**config.mk**
```make
export PLATFORM = sky130hd
export DESIGN_NAME = aes128_cbc_enc_chain_flat
export DESIGN_NICKNAME = d
export VERILOG_FILES = /design/src/rtl/aes128_cbc_enc_chain_if.sv /design/src/rtl/aes128_cbc_enc_chain.sv /design/src/flat_wrapper.sv
export SDC_FILE = /design/constraint.sdc
export NUM_CORES = 1
export LEC_CHECK = 0
export BUFFER_PORTS_ARGS = -buffer_cell sky130_fd_sc_hd__buf_2
export CORE_AREA = 5 5 248 250
export CTS_CLUSTER_SIZE = 28
export DETAILED_ROUTE_END_ITERATION = 12
export DIE_AREA = 0 0 253 255
export GPL_ROUTABILITY_DRIVEN = 1
export GPL_TIMING_DRIVEN = 0
export MAX_ROUTING_LAYER = met4
export PLACE_DENSITY = 0.65
export SLEW_MARGIN = 10
export SYNTH_ARGS = -nofsm -noshare
export SYNTH_HDL_FRONTEND = slang
export SYNTH_SLANG_ARGS = --single-unit
```
**constraint.sdc**
```tcl
create_clock -name clk -period 2.15 [get_ports clk]
set_clock_uncertainty 0.2 [all_clocks]
set_input_delay 0.43 -clock clk [delete_from_list [all_inputs] [get_ports clk]]
set_output_delay 0.43 -clock clk [all_outputs]
set_load 0.02 [all_outputs]
```
**src/rtl/aes128_cbc_enc_chain_if.sv**
```systemverilog
// Plaintext, core and ciphertext signals of the CBC encrypt chaining controller.
// slave is the controller's view; master is the view of the environment around it.
interface aes128_cbc_enc_chain_if;
  logic [127:0] iv;
  logic         iv_load;
  logic         pt_valid;
  logic         pt_ready;
  logic [127:0] pt_data;
  logic         pt_last;
  logic         core_start;
  logic [127:0] core_block;
  logic         core_done;
  logic [127:0] core_result;
  logic         ct_valid;
  logic         ct_ready;
  logic [127:0] ct_data;
  logic         ct_last;
  logic         busy;
  logic         err;
  logic         err_clr;

  modport slave (
    input  iv, iv_load, pt_valid, pt_data, pt_last, core_done, core_result, ct_ready, err_clr,
    output pt_ready, core_start, core_block, ct_valid, ct_data, ct_last, busy, err
  );

  modport master (
    output iv, iv_load, pt_valid, pt_data, pt_last, core_done, core_result, ct_ready, err_clr,
    input  pt_ready, core_start, core_block, ct_valid, ct_data, ct_last, busy, err
  );
endinterface

```
**src/rtl/aes128_cbc_enc_chain.sv**
```systemverilog
// CBC encrypt chaining: XORs each plaintext block with the chain value, runs it through an
// external AES core via start/done, and streams the ciphertext out one block at a time.
module aes128_cbc_enc_chain #(
  parameter int CORE_TIMEOUT = 64,
  parameter int TMR_W        = 7
) (
  input  logic                   clk,
  input  logic                   reset,
  aes128_cbc_enc_chain_if.slave  bus
);
  typedef enum logic [1:0] {S_IDLE, S_ISSUE, S_WAIT, S_OUT} state_t;

  state_t             r_state, w_next;
  logic [127:0]       r_iv, r_chain, r_core_block, r_ct_data;
  logic               r_iv_vld, r_last, r_ct_last, r_err;
  logic [TMR_W-1:0]   r_timer;
  logic               w_pt_ready, w_accept, w_timeout;

  assign w_pt_ready = (r_state == S_IDLE) & r_iv_vld & ~bus.iv_load;
  assign w_accept   = bus.pt_valid & w_pt_ready;
  // done on the last allowed cycle still counts as success
  assign w_timeout  = (r_state == S_WAIT) & ~bus.core_done &
                      (r_timer == TMR_W'(CORE_TIMEOUT - 1));

  always_ff @(posedge clk or negedge reset) begin
    if (!reset) r_state <= S_IDLE;
    else        r_state <= w_next;
  end

  always_comb begin
    w_next = r_state;
    case (r_state)
      S_IDLE:  if (w_accept) w_next = S_ISSUE;
      S_ISSUE: w_next = S_WAIT;
      S_WAIT:  if (bus.core_done || w_timeout) w_next = bus.core_done ? S_OUT : S_IDLE;
      S_OUT:   if (bus.ct_ready) w_next = S_IDLE;
      default: w_next = S_IDLE;
    endcase
  end

  always_ff @(posedge clk or negedge reset) begin
    if (!reset) begin
      r_iv         <= '0;
      r_chain      <= '0;
      r_core_block <= '0;
      r_ct_data    <= '0;
      r_iv_vld     <= 1'b0;
      r_last       <= 1'b0;
      r_ct_last    <= 1'b0;
      r_err        <= 1'b0;
      r_timer      <= '0;
    end else begin
      case (r_state)
        S_IDLE: begin
          if (bus.iv_load) begin
            r_iv     <= bus.iv;
            r_chain  <= bus.iv;
            r_iv_vld <= 1'b1;
          end else if (w_accept) begin
            r_core_block <= bus.pt_data ^ r_chain;
            r_last       <= bus.pt_last;
          end
        end
        S_ISSUE: r_timer <= '0;
        S_WAIT: begin
          if (bus.core_done) begin
            r_ct_data <= bus.core_result;
            r_chain   <= bus.core_result;
            r_ct_last <= r_last;
          end else begin
            r_timer <= r_timer + 1'b1;
            if (w_timeout) r_chain <= r_iv;
          end
        end
        S_OUT: if (bus.ct_ready && r_ct_last) r_chain <= r_iv;
        default: ;
      endcase
      // a timeout in the same cycle as err_clr leaves the flag set
      if (w_timeout)        r_err <= 1'b1;
      else if (bus.err_clr) r_err <= 1'b0;
    end
  end

  assign bus.pt_ready   = w_pt_ready;
  assign bus.core_start = (r_state == S_ISSUE);
  assign bus.core_block = r_core_block;
  assign bus.ct_valid   = (r_state == S_OUT);
  assign bus.ct_data    = r_ct_data;
  assign bus.ct_last    = r_ct_last;
  assign bus.busy       = (r_state != S_IDLE);
  assign bus.err        = r_err;
endmodule

```
**src/flat_wrapper.sv**
```systemverilog
// flat-port wrapper written by rule: the top's interface ports become plain ports
module aes128_cbc_enc_chain_flat 
#(
  parameter int CORE_TIMEOUT = 64,
  parameter int TMR_W        = 7
)
  (clk, reset, bus_iv, bus_iv_load, bus_pt_valid, bus_pt_data, bus_pt_last, bus_core_done, bus_core_result, bus_ct_ready, bus_err_clr, bus_pt_ready, bus_core_start, bus_core_block, bus_ct_valid, bus_ct_data, bus_ct_last, bus_busy, bus_err);
  aes128_cbc_enc_chain_if bus_i ();
  input  logic clk;
  input  logic reset;
  input wire logic [$bits(bus_i.iv)-1:0] bus_iv;
  input wire logic [$bits(bus_i.iv_load)-1:0] bus_iv_load;
  input wire logic [$bits(bus_i.pt_valid)-1:0] bus_pt_valid;
  input wire logic [$bits(bus_i.pt_data)-1:0] bus_pt_data;
  input wire logic [$bits(bus_i.pt_last)-1:0] bus_pt_last;
  input wire logic [$bits(bus_i.core_done)-1:0] bus_core_done;
  input wire logic [$bits(bus_i.core_result)-1:0] bus_core_result;
  input wire logic [$bits(bus_i.ct_ready)-1:0] bus_ct_ready;
  input wire logic [$bits(bus_i.err_clr)-1:0] bus_err_clr;
  output wire logic [$bits(bus_i.pt_ready)-1:0] bus_pt_ready;
  output wire logic [$bits(bus_i.core_start)-1:0] bus_core_start;
  output wire logic [$bits(bus_i.core_block)-1:0] bus_core_block;
  output wire logic [$bits(bus_i.ct_valid)-1:0] bus_ct_valid;
  output wire logic [$bits(bus_i.ct_data)-1:0] bus_ct_data;
  output wire logic [$bits(bus_i.ct_last)-1:0] bus_ct_last;
  output wire logic [$bits(bus_i.busy)-1:0] bus_busy;
  output wire logic [$bits(bus_i.err)-1:0] bus_err;
  assign bus_i.iv = bus_iv;
  assign bus_i.iv_load = bus_iv_load;
  assign bus_i.pt_valid = bus_pt_valid;
  assign bus_i.pt_data = bus_pt_data;
  assign bus_i.pt_last = bus_pt_last;
  assign bus_i.core_done = bus_core_done;
  assign bus_i.core_result = bus_core_result;
  assign bus_i.ct_ready = bus_ct_ready;
  assign bus_i.err_clr = bus_err_clr;
  assign bus_pt_ready = bus_i.pt_ready;
  assign bus_core_start = bus_i.core_start;
  assign bus_core_block = bus_i.core_block;
  assign bus_ct_valid = bus_i.ct_valid;
  assign bus_ct_data = bus_i.ct_data;
  assign bus_ct_last = bus_i.ct_last;
  assign bus_busy = bus_i.busy;
  assign bus_err = bus_i.err;
  aes128_cbc_enc_chain #(.CORE_TIMEOUT(CORE_TIMEOUT), .TMR_W(TMR_W)) u_core (.clk(clk), .reset(reset), .bus(bus_i));
endmodule
```
==> flow_summary.ini, run 1 <==
[synth]
synth_area_um2 = 23000
seq_area_frac_synth_pct = 57.1
yosys_warnings = 0
yosysTopAreaCell = dfrtp_1
synth_cells = 1845
synth_area_leaders = dfrtp_1 (57%), mux2_2 (19%), mux2i_1 (5.6%)
synth_top_area_share_pct = 57.1
synth_seq_cells = 525
synth_fp_nets = 2238
synth.distinct_cells = 32
syn_avg_cell_area_um2 = 12.5

[clock_tree]
root_buffer = clkbuf_16
clk_latency_ns = 0.60
htree_levels = 2
postCtsHoldBufs = 387
cts_num_sinks = 525
clockBufferDepth = 3
clk_pin_slew_ns = 0.06
cts_inserted_buffers = 56
cts_tree = built

[routing]
route.vias.total = 19700
wl_um = 89100
drt_iter0_drc = 1111
ant_nets = 0
routed_via_density = 5.11
wl_per_cell_um = 23.2
first_pass_iters = 5
drc = 0

[sta]
hold_viol = 64
max_slew.worst_pin.slew_ns = 0.875
finalCriticalPeriod_ns = 2.45
whs_ns = -0.428
drv_slew = 0
setup_viol = 236
rsz0062_at_grt = yes
fmax_ghz = 0.409
fin_ws_ns = -0.295
fin_crit_sh_pct = 114
slew_headroom_pct = 41.6

[setup_path]
path_cells = ha_4 > or3b_4 > a221oi_4 > buf_6 > buf_12 > buf_12 > buf_12 > mux2_4
cp.required_ns = 2.42
crit_top_cell = buf_12
worstPathArrival_ns = 2.72
crit_path_end_kind = flip-flop
critPathLaunchType = flip-flop
cp_slowest_cell = or3b_4
critPathKind = reg2reg
slowest_delay_ns = 0.40
crit_fanout = 5

[grt]
antenna_found_initial = 10
grt_overflow = 0
first_global_vias = 21100
grt_usage_pct = 25.9
grt_first_pass_wirelength_um = 125000
grt_max_degree = 108

[floorplanning]
die_height_um = 255
rows = 89
ios = 654
die-area_um2 = 64500
coreArea_um2 = 58800
die_w_um = 253
initial_utilization_pct = 39.2

[status]
status = complete, but fails checks
violations = negative hold slack, negative setup slack

[power]
p_per_area_nw_per_um2 = 1530
p_leak_nw = 16.9
ir_drop_uv = 1170

[placed_design]
place_congestion = 0.885
dp_cells = 3276
io_buffer_count = 653
dpl.hpwl_um = 58700

[layout]
drive_gt1_share_pct = 48.2
finalNetCount = 3408
syn_to_final_growth_pct = 57.5
regArea_um2 = 13100
fin_cells = 3846
num-fill-cells = 4342
multi_input_area_um2 = 10600

[worst_hold_path]
min_path_type = in2async

[job]
drv_cap = 0
==> final timing paths <==
| kind | startpoint | end | slack, ns | depth (start not counted) |
|---|---|---|---|---|
| setup / recovery | u_core.r_timer[1] | u_core.r_chain[110] | -0.30 | 8 |
| hold / removal | reset | u_core.bus.ct_data[70] | -0.43 | 1 |
| setup reg to reg | u_core.r_timer[1] | u_core.r_chain[110] | -0.30 | 8 |
| hold reg to reg | u_core.r_iv_vld | u_core.r_iv_vld | 0.28 | 1 |
| max in group asynchronous | reset | u_core.bus.ct_data[19] | 0.42 | 4 |
| min in group clk | bus_core_done | u_core.r_timer[1] | 0.06 | 4 |
==> layout make-up <==
type	instances	share of cell area (%)
multi-input combinational	1201	29.2
inverter	4	0.0414
clock inverter	17	0.431
antenna	13	0.0897
clock buffer	86	4.57
tap	773	2.67
buffer	112	3.64
sequential	525	36.2
timing repair buffer	1115	23.2
==> kinds of logic after synthesis <==
kind of cell | Yosys count | share of synthesized area (%)
adder cells (fa/ha/maj) | 1 | 0.0543
AO/OA/AOI/OAI | 274 | 6.04
AND/OR/NAND/NOR | 284 | 4.87
buffers and inverters | 119 | 2.66
XOR/XNOR | 128 | 4.87
multiplexers | 514 | 24.4
flip-flops | 525 | 57.1
==> where the power goes <==
part	internal (mW)	leakage, nW	switching, mW	total [mW]
Combinational	13.8	9.75	13.4	27.3
Sequential	15.0	6.29	3.61	18.6
Clock	5.53	0.882	4.10	9.63
Total	34.4	16.9	21.2	55.5
==> state kept, by name (all words and copies together), names as in the netlist <==
register	flops
u_core.r_timer	7
u_core.bus.core_block	128
u_core.r_chain	128
u_core.r_state	2
u_core.bus.ct_data	128
u_core.bus.ct_last	1
u_core.r_iv	128
u_core.r_iv_vld	1
u_core.bus.err	1
u_core.r_last	1
==> through the flow <==
| stage | util [%] | setup TNS (ns) | power [mW] | setup WS [ns] | cell area (um^2) |
|---|---|---|---|---|---|
| 6_report | 61.7 | -41.58 | 55.5 | -0.295 | 36300 |
| 5_1_grt | 61.7 | -58.20 | 58.1 | -0.367 | 36200 |
| 4_1_cts | 58.8 | -48.94 | 52.9 | -0.313 | 34600 |
| 3_5_place_dp | 47.0 | -467.26 | 39.8 | -1.39 | 27600 |
| 3_3_place_gp | 46.7 | -5837.75 | 38.9 | -10.15 | 27500 |
| 2_1_floorplan | - | -17.33 | 32.4 | -0.150 | 23200 |
==> worst max-delay path: cells and delay by family (launching register included) <==
kind	cells	cell delay (ns)
buffers and inverters	4	0.55
AND/OR/NAND/NOR	1	0.40
flip-flops	1	0.39
AO/OA/AOI/OAI	1	0.32
multiplexers	1	0.30
adder cells (fa/ha/maj)	1	0.15
==> routing by layer <==
| metal | vias up | wire [um] | track usage (%) | part of all wire [%] |
|---|---|---|---|---|
| li1 | 8756 | - | - | - |
| met1 | 9882 | 34200 | 30.2 | 38 |
| met2 | 801 | 45400 | 43.6 | 51 |
| met3 | 230 | 5760 | 5.54 | 6.5 |
| met4 | 0 | 3770 | 11.0 | 4.2 |
| met5 | - | 0 | - | 0 |
==> Yosys cell counts (all sizes together) <==
library cell and instances:
o21ai 139, or2 2, nor3b 1, or3b 2, clkbuf 62, and2 1, o22ai 1, nand3 3
nand4 4, a221oi 1, nor2b 1, buf 53, o211ai 1, nor2 132, a22oi 1, nand2b 1
xnor2 128, inv 4, mux2i 128, a31oi 2, ha 1, a21oi 129, nor4b 1, and3 1
dfrtp 525, nand2 135, mux2 386
==> placed cells by master, fill, tap and decap left out, types with 81 or more instances in the layout <==
cell / synthesis / layout
buf_2: 37 / 653
dfrtp_1: 525 / 523
dlygate4sd3_1: 0 / 387
mux2_2: 386 / 264
nor2_1: 132 / 131
a21oi_1: 129 / 129
xnor2_1: 128 / 128
mux2i_1: 128 / 128
mux2_4: 0 / 122
clkbuf_16: 0 / 81
==> repair_timing <==
action / CTS / global route
gates cloned: 7 / 19
gates resized for setup: 248 / 487
buffers inserted: 26 / 21
pin swaps: 5 / 92
endpoints found under the setup margin: 493 / 378
endpoints found under the hold margin: 459 / 61
No activity file was read; power rests on OpenSTA's default activity.
==> inputs of run 2 (changes only) <==
==> constraint.sdc (replaced) <==
create_clock -name clk -period 2.1 [get_ports clk]
set_clock_uncertainty 0.2 [all_clocks]
set_input_delay 0.42 -clock clk [delete_from_list [all_inputs] [get_ports clk]]
set_output_delay 0.42 -clock clk [all_outputs]
set_load 0.02 [all_outputs]
==> run 2 against run 1 <==
  * The run still ends with negative hold slack, negative setup slack left
  * Worst setup slack got worse by 0.099 ns
  * Via count rose by 2.5%
  * Final area rose by 2.5%
  * Die area did not move
  * Clock-buffer cell count fell by 8
  * Critical path depth fell by 1
  * Non-clock buffer count rose by 22
  * Worst hold slack improved by 0.22 ns
  * Sequential power rose by 4%
  * Total power rose by 5.4%
  * Routed wire length rose by 5.4%
  * Clock power rose by 2%
  * Critical path type unchanged
  * Critical endpoint is now u_core.r_chain[30]
  * Largest cell class unchanged
==> flow_summary.ini, run 2 (synthesis gave the netlist of run 1 again) <==
[status]
status = complete, but fails checks
violations = negative hold slack, negative setup slack

[floorplanning]
die_w_um = 253
rows = 89
initial_utilization_pct = 39.2
coreArea_um2 = 58800
ios = 654
die_height_um = 255
die-area_um2 = 64500

[grt]
grt_first_pass_wirelength_um = 132000
grt_max_degree = 111
grt_usage_pct = 27.4
grt_overflow = 0
first_global_vias = 21900
antenna_found_initial = 10

[sta]
finalCriticalPeriod_ns = 2.49
slew_headroom_pct = 41.7
drv_slew = 0
setup_viol = 314
max_slew.worst_pin.slew_ns = 0.875
whs_ns = -0.205
rsz0062_at_grt = yes
fmax_ghz = 0.401
fin_crit_sh_pct = 119
fin_ws_ns = -0.395
hold_viol = 211

[clock_tree]
cts_inserted_buffers = 55
clk_latency_ns = 0.60
htree_levels = 2
postCtsHoldBufs = 392
cts_num_sinks = 525
root_buffer = clkbuf_16
clockBufferDepth = 3
clk_pin_slew_ns = 0.06
cts_tree = built

[power]
ir_drop_uv = 1020
p_per_area_nw_per_um2 = 1570
p_leak_nw = 17.4

[layout]
stdcell_area_um2 = 37200
syn_to_final_growth_pct = 61.5
layout_common_cells = buf_2 (658), dfrtp_1 (522), dlygate4sd3_1 (388)
fin_cells = 3867
num-fill-cells = 4137
finalNetCount = 3429
drive_gt1_share_pct = 49.5
layout_commonest_cell = buf_2

[routing]
route.vias.total = 20200
ant_nets = 0
wl_um = 93900
wl_per_cell_um = 24.3
drt_iter0_drc = 1155
first_pass_iters = 7
drc = 0
routed_via_density = 5.21

[setup_path]
crit_fanout = 7
crit_path_end_kind = flip-flop
worstPathArrival_ns = 2.76
critPathKind = reg2reg
cp.required_ns = 2.37
critPathLaunchType = flip-flop

[placed_design]
io_buffer_count = 653
place_area_um2 = 27600
dp_slack_ns = -1.44
dp_cells = 3276
dpl.hpwl_um = 58700
place_congestion = 0.906

[job]
drv_cap = 0

[worst_hold_path]
min_path_type = in2async
[run 2: cell count changes in the layout (fill, tap and decap cells not counted), sizes merged]
cell and delta:
clkbuf +17, clkinv +6, buf -4, dlygate4sd3 +1, inv +1
[run 2: path summary, 6_finish.rpt]
path,cells past startpoint,end,slack [ns],from
max,7,u_core.r_chain[30],-0.39,u_core.r_timer[2]
min,4,u_core.r_iv[63],-0.20,reset
max reg2reg,7,u_core.r_chain[30],-0.39,u_core.r_timer[2]
min reg2reg,2,u_core.bus.core_block[127],0.28,u_core.bus.core_block[127]
max in group asynchronous,7,u_core.r_chain[21],0.35,reset
min in group clk,2,u_core.bus.core_block[127],0.28,u_core.bus.core_block[127]
[run 2: report_power, final]
part / total (mW) / internal, mW / switching (mW)
clock: 9.80 / 5.56 / 4.23
combinational: 29.4 / 15.1 / 14.3
sequential: 19.4 / 15.4 / 3.97
total: 58.5 / 36.0 / 22.5
[run 2: timing repair]
action                                  CTS  global route
endpoints found under the setup margin  505           505
endpoints found under the hold margin   638           211
gates resized for setup                 458           393
cloned                                   20            16
buffers inserted                         32            26
pin swaps                                93            24
[run 2: routing by layer]
metal / track usage [%] / vias up / routed length, um
li1: - / 8831 / -
met5: - / - / 0
met2: 47.1 / 859 / 48300
met1: 31.8 / 10200 / 36000
met4: 11.1 / 0 / 4230
met3: 5.16 / 280 / 5400
[run 2: worst max-delay path, cell delays in order (launching register included)]
cell	delay (ns)
dfrtp_2	0.38
nand4_1	0.15
or3b_4	0.44
a221oi_4	0.33
buf_6	0.17
buf_16	0.18
clkbuf_16	0.19
mux2_4	0.30
[run 2: per-stage QoR]
| step | TNS [ns] | util (%) | power, mW |
|---|---|---|---|
| floorplan | -25.17 | - | 33.2 |
| global placement | -5875.58 | 46.7 | 39.9 |
| detailed placement | -480.18 | 47.0 | 40.8 |
| CTS | -81.43 | 60.2 | 54.6 |
| global route | -63.00 | 63.2 | 61.0 |
| finish | -53.69 | 63.2 | 58.5 |
[run 2: cell type report]
cell class | instances | area, um^2 | area share [%]
multi-input combinational | 1201 | 11000 | 29.6
inverter | 4 | 15.0 | 0.0404
antenna | 13 | 32.5 | 0.0875
clock inverter | 24 | 195 | 0.525
buffer | 110 | 1360 | 3.67
clock buffer | 78 | 1600 | 4.31
tap | 773 | 967 | 2.60
sequential | 525 | 13100 | 35.4
timing repair buffer | 1139 | 8850 | 23.8
==> inputs of run 3 (changes only) <==
--- a/config.mk
+++ b/config.mk
@@ -13,7 +13,6 @@
 export GPL_ROUTABILITY_DRIVEN = 1
 export GPL_TIMING_DRIVEN = 0
 export MAX_ROUTING_LAYER = met4
-export PLACE_DENSITY = 0.65
 export SLEW_MARGIN = 10
 export SYNTH_ARGS = -nofsm -noshare
 export SYNTH_HDL_FRONTEND = slang
==> constraint.sdc (replaced) <==
create_clock -name clk -period 2.6 [get_ports clk]
set_clock_uncertainty 0.2 [all_clocks]
set_input_delay 0.52 -clock clk [delete_from_list [all_inputs] [get_ports clk]]
set_output_delay 0.52 -clock clk [all_outputs]
set_load 0.02 [all_outputs]
==> run 3 against run 2 <==
  * The flow now finishes without violations
  * Routed wire length down 13%
  * Clock power down 19%
  * Worst setup slack better by 0.47 ns
  * Sequential share of layout area up 4.4 points
  * First-iteration DRC count down 24%
  * Core utilization down 7.0 points
  * Non-clock buffer count down 123
  * Flip-flop and latch count unchanged
  * Critical path depth down 2
  * Global-route usage down 2.5 points
  * Register-to-register slack better by 0.47 ns
==> flow_summary.ini, run 3 (synthesis gave the netlist of run 1 again) <==
[clock_tree]
cts_num_sinks = 525
clockBufferDepth = 3
htree_levels = 2
clk_latency_ns = 0.60
root_buffer = clkbuf_16
cts_inserted_buffers = 56
cts_tree = built
clk_pin_slew_ns = 0.06

[power]
p_leak_nw = 15.3
ir_drop_uv = 737
p_per_area_nw_per_um2 = 1250

[layout]
drive_gt1_share_pct = 41.3
layout_common_cells = buf_2 (674), dfrtp_1 (521), mux2_2 (386)
syn_to_final_growth_pct = 43.7
layout_commonest_cell = buf_2
fin_cells = 3752
finalNetCount = 3307
finish.utilization_pct = 56.3
stdcell_area_um2 = 33100

[floorplanning]
ios = 654
die_w_um = 253
die_height_um = 255
die-area_um2 = 64500
rows = 89
initial_utilization_pct = 39.2
coreArea_um2 = 58800

[sta]
hold_viol = 0
fin_crit_sh_pct = 97.2
tns_ns = 0
finalCriticalPeriod_ns = 2.53
rsz0062_at_grt = yes
drv_slew = 0
fin_ws_ns = 0.0740
fmax_ghz = 0.396
slew_headroom_pct = 31.2
setup_viol = 0
max_slew.worst_pin.slew_ns = 1.03

[routing]
ant_nets = 0
wl_um = 81300
routed_via_density = 4.96
drt_iter0_drc = 874
wl_per_cell_um = 21.7
first_pass_iters = 5
drc = 0
route.vias.total = 18600

[job]
drv_cap = 0

[grt]
grt_util_met1_pct = 29.2
grt_overflow = 0
gr-usage-met3_pct = 5.55
met2_usage_pct = 42.3
antenna_found_initial = 18
grt_busiest_layer = met2
grt_max_degree = 112
grt_usage_pct = 24.9
first_global_vias = 20100
grt_first_pass_wirelength_um = 120000

[setup_path]
crit_fanout = 10
cp.required_ns = 1.88
path_cells = buf_8 > clkbuf_16 > clkbuf_16 > and2_4 > buf_6
worstPathArrival_ns = 1.81
cp_slowest_cell = dfrtp_2
slowest_delay_ns = 0.46
path_buf_inv = 4
critPathLaunchType = flip-flop
crit_path_end_kind = primary output
critPathKind = reg2out
cp_top_family = buffers and inverters
crit_top_cell = clkbuf_16

[placed_design]
dp_cells = 3276
dpl.hpwl_um = 59300
io_buffer_count = 653
place_area_um2 = 27400
dp_slack_ns = -1.42
place_congestion = 0.885

[status]
status = complete, no violations

[worst_hold_path]
min_path_type = in2reg
==> run 3: cell count changes in the layout (fill, tap and decap cells not counted), moves of 31 or more <==
cell           delta
clkbuf_16        -31
nand2_1         +111
clkbuf_1         +44
o21ai_1          -49
mux2_4          -192
nand2_4          -73
o21ai_0         +125
o21ai_2          -76
mux2_2          +192
nand2_2          -37
dlygate4sd3_1    -57
==> run 3: cell type report <==
class | count | area [um^2]
multi-input combinational | 1201 | 9320
buffer | 113 | 761
timing repair buffer | 1013 | 7010
sequential | 525 | 13100
tap | 773 | 967
clock inverter | 11 | 136
clock buffer | 91 | 1670
inverter | 4 | 15.0
fill | 4903 | 25700
antenna | 21 | 52.6
==> run 3: layer usage <==
metal	up-vias	wire [um]
met5	-	0
met4	0	2930
met3	145	5670
met2	625	40900
met1	9289	31800
li1	8563	-
==> run 3: worst paths after layout <==
kind	from	endpoint	slack, ns	depth (start not counted)
worst min-delay path	bus_pt_data[126]	u_core.bus.core_block[126]	0.02	3
worst max register to register	u_core.r_state[1]	u_core.r_chain[119]	0.08	5
worst max-delay path	u_core.r_state[1]	bus_ct_valid	0.07	5
worst min register to register	u_core.bus.core_block[84]	u_core.bus.core_block[84]	0.28	2
min in group asynchronous	reset	u_core.bus.core_block[25]	0.26	2
max in group asynchronous	reset	u_core.bus.ct_data[83]	0.32	5
==> run 3: per-stage QoR <==
stage | hold WS, ns | power [mW]
final | 0.0203 | 41.3
after global routing | 0.00791 | 43.8
after CTS | 0.000289 | 40.9
after detailed placement | 0.247 | 32.3
after global placement | 0.245 | 31.7
after floorplan | 0.0244 | 26.2
==> run 3: timing repair <==
action | in CTS | in global routing
cloned | 0 | 6
hold buffers | 331 | 0
pin swaps | 0 | 4
endpoints found under the setup margin | 471 | 300
resized for setup | 30 | 41
hold endpoints to repair | 395 | 0
buffers inserted | 0 | 18
==> run 3: worst register-to-register path: stages, from the launching register on <==
cell and delay [ns]:
dfrtp_2 0.44, buf_8 0.17, clkdlybuf4s15_1 0.64, clkbuf_1 0.51, a21oi_1 0.17, mux2_2 0.29
==> run 3: power breakdown <==
group / internal, mW / switching [mW]
sequential: 12.4 / 2.59
combinational: 8.74 / 9.62
clock: 4.67 / 3.29
